### config.mk
export PLATFORM = sky130hd
export DESIGN_NAME = lsu_bus_master
export DESIGN_NICKNAME = d
export VERILOG_FILES = /design/src/rtl/lsu_bus_master_pkg.sv /design/src/rtl/lsu_lane_extract.sv /design/src/rtl/lsu_bus_master.sv
export SDC_FILE = /design/constraint.sdc
export NUM_CORES = 1
export LEC_CHECK = 0
export CORE_MARGIN = 8
export CORE_UTILIZATION = 44
export DETAILED_ROUTE_END_ITERATION = 6
export HOLD_SLACK_MARGIN = 0.05
export PLACE_DENSITY_LB_ADDON = 0.08
export SYNTH_ARGS = -nofsm -noshare
export SYNTH_HDL_FRONTEND = slang
export SYNTH_HIERARCHICAL = 1
export SYNTH_SLANG_ARGS = --single-unit
### constraint.sdc
create_clock -name Clk -period 6.52 [get_ports Clk]
set_input_delay 0.978 -clock Clk [delete_from_list [all_inputs] [get_ports Clk]]
set_output_delay 0.978 -clock Clk [all_outputs]
set_load 0.02 [all_outputs]
### src/rtl/lsu_bus_master_pkg.sv
// Shared definitions for the M-stage load/store bus initiator: encodings,
// address map, state type and the request-building helpers.
package lsu_bus_master_pkg;

    localparam int unsigned XLEN  = 32;
    localparam int unsigned BE_W  = 4;
    localparam int unsigned EXC_W = 5;
    localparam int unsigned LS_W  = 3;

    localparam logic [XLEN-1:0] ADDR_DM_HI  = 32'h0000_2fff;
    localparam logic [XLEN-1:0] ADDR_DEV_LO = 32'h0000_7f00;
    localparam logic [XLEN-1:0] ADDR_DEV_HI = 32'h0000_7f1b;

    localparam logic [LS_W-1:0] LS_WORD  = 3'b000;
    localparam logic [LS_W-1:0] LS_HALF  = 3'b001;
    localparam logic [LS_W-1:0] LS_HALFU = 3'b010;
    localparam logic [LS_W-1:0] LS_BYTE  = 3'b011;
    localparam logic [LS_W-1:0] LS_BYTEU = 3'b100;

    localparam logic [EXC_W-1:0] EXC_ADEL = 5'd4;
    localparam logic [EXC_W-1:0] EXC_ADES = 5'd5;

    typedef enum logic [1:0] {
        ST_IDLE  = 2'd0,
        ST_BUS   = 2'd1,
        ST_DONE  = 2'd2,
        ST_DRAIN = 2'd3
    } state_e;

    typedef struct packed {
        logic            we;
        logic [XLEN-1:0] addr;
        logic [BE_W-1:0] be;
        logic [XLEN-1:0] wdata;
    } bus_cmd_t;

    // Alignment plus address-map check; devices only take full words.
    function automatic logic addr_legal(input logic [LS_W-1:0] lstype,
                                        input logic [XLEN-1:0] addr);
        logic in_dm;
        logic in_dev;
        logic aligned;
        in_dm  = (addr <= ADDR_DM_HI);
        in_dev = (addr >= ADDR_DEV_LO) && (addr <= ADDR_DEV_HI);
        case (lstype)
            LS_WORD:           aligned = (addr[1:0] == 2'b00);
            LS_HALF, LS_HALFU: aligned = !addr[0];
            LS_BYTE, LS_BYTEU: aligned = 1'b1;
            default:           aligned = 1'b0;
        endcase
        return aligned && (in_dm || (in_dev && (lstype == LS_WORD)));
    endfunction

    // Word-aligned request with lane enables and replicated store data.
    function automatic bus_cmd_t build_cmd(input logic            we,
                                           input logic [LS_W-1:0] lstype,
                                           input logic [XLEN-1:0] addr,
                                           input logic [XLEN-1:0] wd);
        bus_cmd_t        cmd;
        logic [BE_W-1:0] lanes;
        cmd.we   = we;
        cmd.addr = {addr[XLEN-1:2], 2'b00};
        case (lstype)
            LS_WORD: begin
                lanes     = 4'b1111;
                cmd.wdata = wd;
            end
            LS_HALF, LS_HALFU: begin
                lanes     = addr[1] ? 4'b1100 : 4'b0011;
                cmd.wdata = {2{wd[15:0]}};
            end
            default: begin
                lanes     = 4'b0001 << addr[1:0];
                cmd.wdata = {4{wd[7:0]}};
            end
        endcase
        cmd.be = we ? lanes : 4'b0000;
        return cmd;
    endfunction

endpackage

### src/rtl/lsu_lane_extract.sv
// Selects the addressed half/byte from a read word and sign- or
// zero-extends it according to the load type.
module lsu_lane_extract
    import lsu_bus_master_pkg::*;
(
    input  logic [XLEN-1:0] rdata,
    input  logic [LS_W-1:0] lstype,
    input  logic [1:0]      addr_lo,
    output logic [XLEN-1:0] data
);

    logic [15:0] lane16;
    logic [7:0]  lane8;

    always_comb begin
        lane16 = addr_lo[1] ? rdata[31:16] : rdata[15:0];
        lane8  = rdata[{addr_lo, 3'b000} +: 8];
        case (lstype)
            LS_HALF:  data = {{16{lane16[15]}}, lane16};
            LS_HALFU: data = {16'h0000, lane16};
            LS_BYTE:  data = {{24{lane8[7]}}, lane8};
            LS_BYTEU: data = {24'h00_0000, lane8};
            default:  data = rdata;
        endcase
    end

endmodule

### src/rtl/lsu_bus_master.sv
// M-stage load/store initiator: checks the access, runs one bus request,
// stalls the pipeline until the responder acks and returns extended data.
module lsu_bus_master
    import lsu_bus_master_pkg::*;
(
    input  logic             Clk,
    input  logic             Reset,
    input  logic             Req,
    input  logic             WE,
    input  logic [LS_W-1:0]  LStype,
    input  logic [XLEN-1:0]  Addr,
    input  logic [XLEN-1:0]  WD,
    input  logic             Flush,
    output logic             Stall,
    output logic             Done,
    output logic [XLEN-1:0]  RD,
    output logic             ExcValid,
    output logic [EXC_W-1:0] ExcCode,
    output logic             bus_req,
    output logic             bus_we,
    output logic [XLEN-1:0]  bus_addr,
    output logic [BE_W-1:0]  bus_be,
    output logic [XLEN-1:0]  bus_wdata,
    input  logic             bus_ack,
    input  logic [XLEN-1:0]  bus_rdata
);

    state_e          state;
    bus_cmd_t        cmd;
    logic [LS_W-1:0] op_type;
    logic [1:0]      op_lo;
    logic            legal;
    logic            idle_req;
    logic            accept;
    logic [XLEN-1:0] load_data;

    lsu_lane_extract u_extract (
        .rdata   (bus_rdata),
        .lstype  (op_type),
        .addr_lo (op_lo),
        .data    (load_data)
    );

    // Exception and stall paths are zero-latency; gated by reset so a reset
    // with Req still high presents quiet outputs.
    always_comb begin
        legal    = addr_legal(LStype, Addr);
        idle_req = (state == ST_IDLE) && Req && !Flush && !Reset;
        accept   = idle_req && legal;
        ExcValid = idle_req && !legal;
        ExcCode  = ExcValid ? (WE ? EXC_ADES : EXC_ADEL) : '0;
        Stall    = accept || (state == ST_BUS) || ((state == ST_DRAIN) && Req && !Reset);
        Done     = (state == ST_DONE);
    end

    assign bus_req   = (state == ST_BUS) || (state == ST_DRAIN);
    assign bus_we    = cmd.we;
    assign bus_addr  = cmd.addr;
    assign bus_be    = cmd.be;
    assign bus_wdata = cmd.wdata;

    // Transaction sequencing; a flushed request still has to be drained.
    always_ff @(posedge Clk or posedge Reset) begin
        if (Reset) begin
            state   <= ST_IDLE;
            cmd     <= '0;
            op_type <= '0;
            op_lo   <= '0;
            RD      <= '0;
        end else begin
            case (state)
                ST_IDLE: begin
                    if (accept) begin
                        cmd     <= build_cmd(WE, LStype, Addr, WD);
                        op_type <= LStype;
                        op_lo   <= Addr[1:0];
                        state   <= ST_BUS;
                    end
                end
                ST_BUS: begin
                    if (bus_ack) begin
                        if (Flush) begin
                            state <= ST_IDLE;
                        end else begin
                            if (!cmd.we) RD <= load_data;
                            state <= ST_DONE;
                        end
                    end else if (Flush) begin
                        state <= ST_DRAIN;
                    end
                end
                ST_DONE:  state <= ST_IDLE;
                ST_DRAIN: if (bus_ack) state <= ST_IDLE;
                default:  state <= ST_IDLE;
            endcase
        end
    end

endmodule

==> metrics.md <==
| Metric | Value |
|---|---|
| Status | completed |
| Routed vias | around 4300 |
| Flops & latches, synth | 106 |
| Final GP Congestion | roughly 0.83 |
| DRT antenna net count | 0 |
| Largest delay share family, worst path | buffers and inverters |
| Initial antenna violation count | 0 |
| Routed vias/inst | 4.99 |
| Die H | between 100 and 150 um |
| CTS tree | done |
| Number of synthesized flops with an enable pin | 0 |
| Min-Delay Path Class | reg2reg |
| Final TNS setup | 0 ps |
| First-pass GRT wire length | about 25 mm |
| Post-synthesis cell area | between 0.005 and 0.006 mm^2 |
| Row cnt | 41 |
| Final worst-path cycle share | 79.0% |
| Worst Setup SP | LStype[0] |
| CP most frequent cell | clkdlybuf4s50_1 |
| Reg2Reg Setup Slack | 4040 ps |
| Reg-to-reg critical path startpoint | op_type[1]$_DFFE_PP0P_ |
| Antenna cells | 0 |
| Placed cell area | around 0.0077 mm^2 |
| RSZ-0062 raised after global routing | no |
| Finished Cell Area | between 0.007 and 0.008 mm^2 |
| Initial core utilization | between 40% and 50% |
| CTS Hold Bufs | 0 |
| Post-CTS Setup Bufs | 0 |
| Slew HR | about a fifth |
| CTS Buf Count | 9 |
| Gr usage total | between 15 and 20% |
| Hold Path Origin | bus_addr[18]$_DFFE_PP0P_ |
| Grt ovf | 0 |
| Cells after Synth | between 400 and 500 |
| Wirelength per Cell | between 15 and 20 um |
| Top FF cell, synth | dfrtp_1 |
| Core Region | 0.0124 mm^2 |
| R2R Path End | RD[26]$_DFFE_PP0P_ |
| Synth unique cells | 48 |
| WP data arrival | between 4000 and 5000 ps |
| Fin. Hold Viols | 0 |
| Clock-pin slew on the worst setup and hold paths | 70 ps |
| Crit path buffers/inverters | 2 |
| Hpwl dp | approximately 12 mm |
| CTS Root Cell | clkbuf_16 |
| Clk buf depth | 2 |
| Horiz. Die Dim | about 130 um |
| Clk Latency, worst-skew pair | between 300 and 400 ps |
| FFs w/ async S/R, synth | between 90% and 100% |
| Slowest stage delay, CP | roughly 700 ps |
| Worst path cell trace | clkdlybuf4s50_1 -> nor2_1 -> nand2_1 -> o41ai_2 -> a21boi_0 -> and2_1 -> clkdlybuf4s50_1 |
| Initial DRT Pass Iterations | 4 |
| P per Cell Area | 183 mW/mm^2 |
| CP Capture Type | output port |
| Slew of the pin with the lowest slew margin | roughly 1200 ps |
| Post_cts resized | 0 |
| Synth Area per Inst | ~11 um^2 |
| Slew Limit Fails | 0 |
| CP Launch Type | primary input |
| Worst path slowest cell | clkdlybuf4s50_1 |
| Quantity of I/O buffers inserted on ports | around 210 |
| Fmax | between 0.15 and 0.2 GHz |
| Final layout net count | slightly below 800 |
| DR iter-0 viols | 210 |
| Die Area | approximately 0.016 mm^2 |
| CP Class | in2out |
| Area grow syn2layout | 44.9% |
| # H-tree levels | 3 |
| Num ports | between 200 and 250 |
| Vias in the first global route | 4710 |
| Residual DRC count | 0 |
| Share of cells above drive strength 1 | between 15 and 20% |
| Ys Warns | 6 |
| Hold endpoint | bus_addr[18]$_DFFE_PP0P_ |
| Register area share after synthesis | ~48% |
| WL final | around 16 mm |
| Required time worst endpoint | between 5000 and 6000 ps |
| P_leak | ~3.8 nW |
| # setup viols final | 0 |
| Largest net degree at the start of global routing | 74 |
| Hold path depth | 1 |
| Clk sinks | approximately 110 |
| Worst ir drop on vdd | approximately 0.13 mV |
| Clock Skew | 5.70 ps |
| Maxcap violations | 0 |
| Clock period minus worst slack | slightly above 5000 ps |
| Critical-path maximum fanout | 13 |
| R2r worst-path depth | 5 |
==> cell type report <==
cell class,count,area (um^2)
Tap cell,172,215
Clock inverter,7,103
Sequential cell,106,2650
Multi-Input combinational cell,324,2580
Inverter,22,85.1
Clock buffer,9,225
Fill cell,1041,4430
Timing Repair Buffer,213,2120
==> synthesized netlist by cell type, drive strengths merged (2+ instances only) <==
cell type / count / area share, %
nor2b: 3 / 0.34
a22oi: 4 / 0.54
inv: 22 / 1.5
o41ai: 2 / 0.45
nand4: 2 / 0.23
maj3: 8 / 1.5
nor4: 4 / 0.45
a21boi: 10 / 1.4
clkbuf: 10 / 0.68
a22o: 2 / 0.32
nor2: 14 / 1.1
a21oi: 9 / 0.82
a21o: 17 / 2.5
mux2: 85 / 20
dfrtp: 106 / 48
o221ai: 8 / 1.3
o21ai: 16 / 1.5
and2: 18 / 2.0
nand2: 69 / 4.7
nor3: 14 / 1.7
mux2i: 14 / 2.5
buf: 21 / 3.1
xor2: 3 / 0.48
nand3: 3 / 0.27
nor3b: 2 / 0.27
==> cell usage in the layout, fill, tap and decap left out, types with 4 or more instances in the layout <==
master / count
a21boi_0: 10
a21o_1: 11
a21o_2: 6
a21oi_1: 9
a22oi_1: 4
and2_1: 18
buf_4: 4
clkbuf_16: 9
clkdlybuf4s50_1: 209
conb_1: 5
dfrtp_1: 106
inv_1: 21
maj3_1: 8
mux2_2: 47
mux2_4: 38
mux2i_1: 14
nand2_1: 69
nor2_1: 13
nor3_1: 12
nor4_1: 4
o21ai_0: 15
o221ai_1: 8
==> power breakdown <==
group          total (mW)  switching [mW]  internal, mW  leakage, nW
clock               0.596           0.256         0.340        0.156
combinational       0.189          0.0860         0.103         2.20
sequential          0.672         0.00520         0.667         1.46
total                1.46           0.347          1.11         3.81
==> state kept, by name, summed over array words and instances (netlist names) <==
name	count
bus_we	1
bus_be	4
state	2
op_type	3
RD	32
bus_addr	30
bus_wdata	32
op_lo	2
==> through the flow <==
step / total power [mW] / instances / utilization, % / hold WS (ps) / setup WS (ps)
detailed placement: 0.876 / 837 / 61.7 / 471 / 1340
CTS: 1.47 / 853 / 64.3 / 491 / 1350
finish: 1.46 / 853 / 64.3 / 486 / 1370
global placement: 0.873 / 837 / 61.7 / 468 / 1600
global route: 1.51 / 853 / 64.3 / 508 / 1130
floorplan: 0.765 / 484 / - / 483 / 867
==> per-layer routing <==
metal / wire (um) / GRT usage (%) / vias to the layer above
met4: 203 / 4.90 / 0
met2: 7740 / 32.5 / 125
li1: - / - / 2048
met1: 6450 / 22.7 / 2073
met3: 1490 / 9.07 / 14
met5: 0 / 0 / -
==> worst max-delay path by stage <==
stage | endpoint | slack, ps | cells after the start
6_report | ExcCode[0] | 1370 | 7
4_1_cts | ExcCode[0] | 1350 | 7
5_1_grt | ExcCode[0] | 1130 | 7
3_3_place_gp | ExcCode[0] | 1600 | 7
2_1_floorplan | ExcCode[0] | 870 | 5
3_5_place_dp | ExcCode[0] | 1340 | 7
==> kinds of logic (layout without fill, tap and decap cells) <==
group | Yosys count | after routing | synth area share, %
multiplexers | 100 | 100 | 22.9
AND/OR/NAND/NOR | 136 | 136 | 12.1
AO/OA/AOI/OAI | 72 | 72 | 9.33
flip-flops | 106 | 106 | 48.1
XOR/XNOR | 3 | 3 | 0.477
buffers and inverters | 54 | 251 | 5.54
other | 1 | 5 | 0.0680
adder cells (fa/ha/maj) | 8 | 8 | 1.45
No activity file was read; power rests on OpenSTA's default activity.
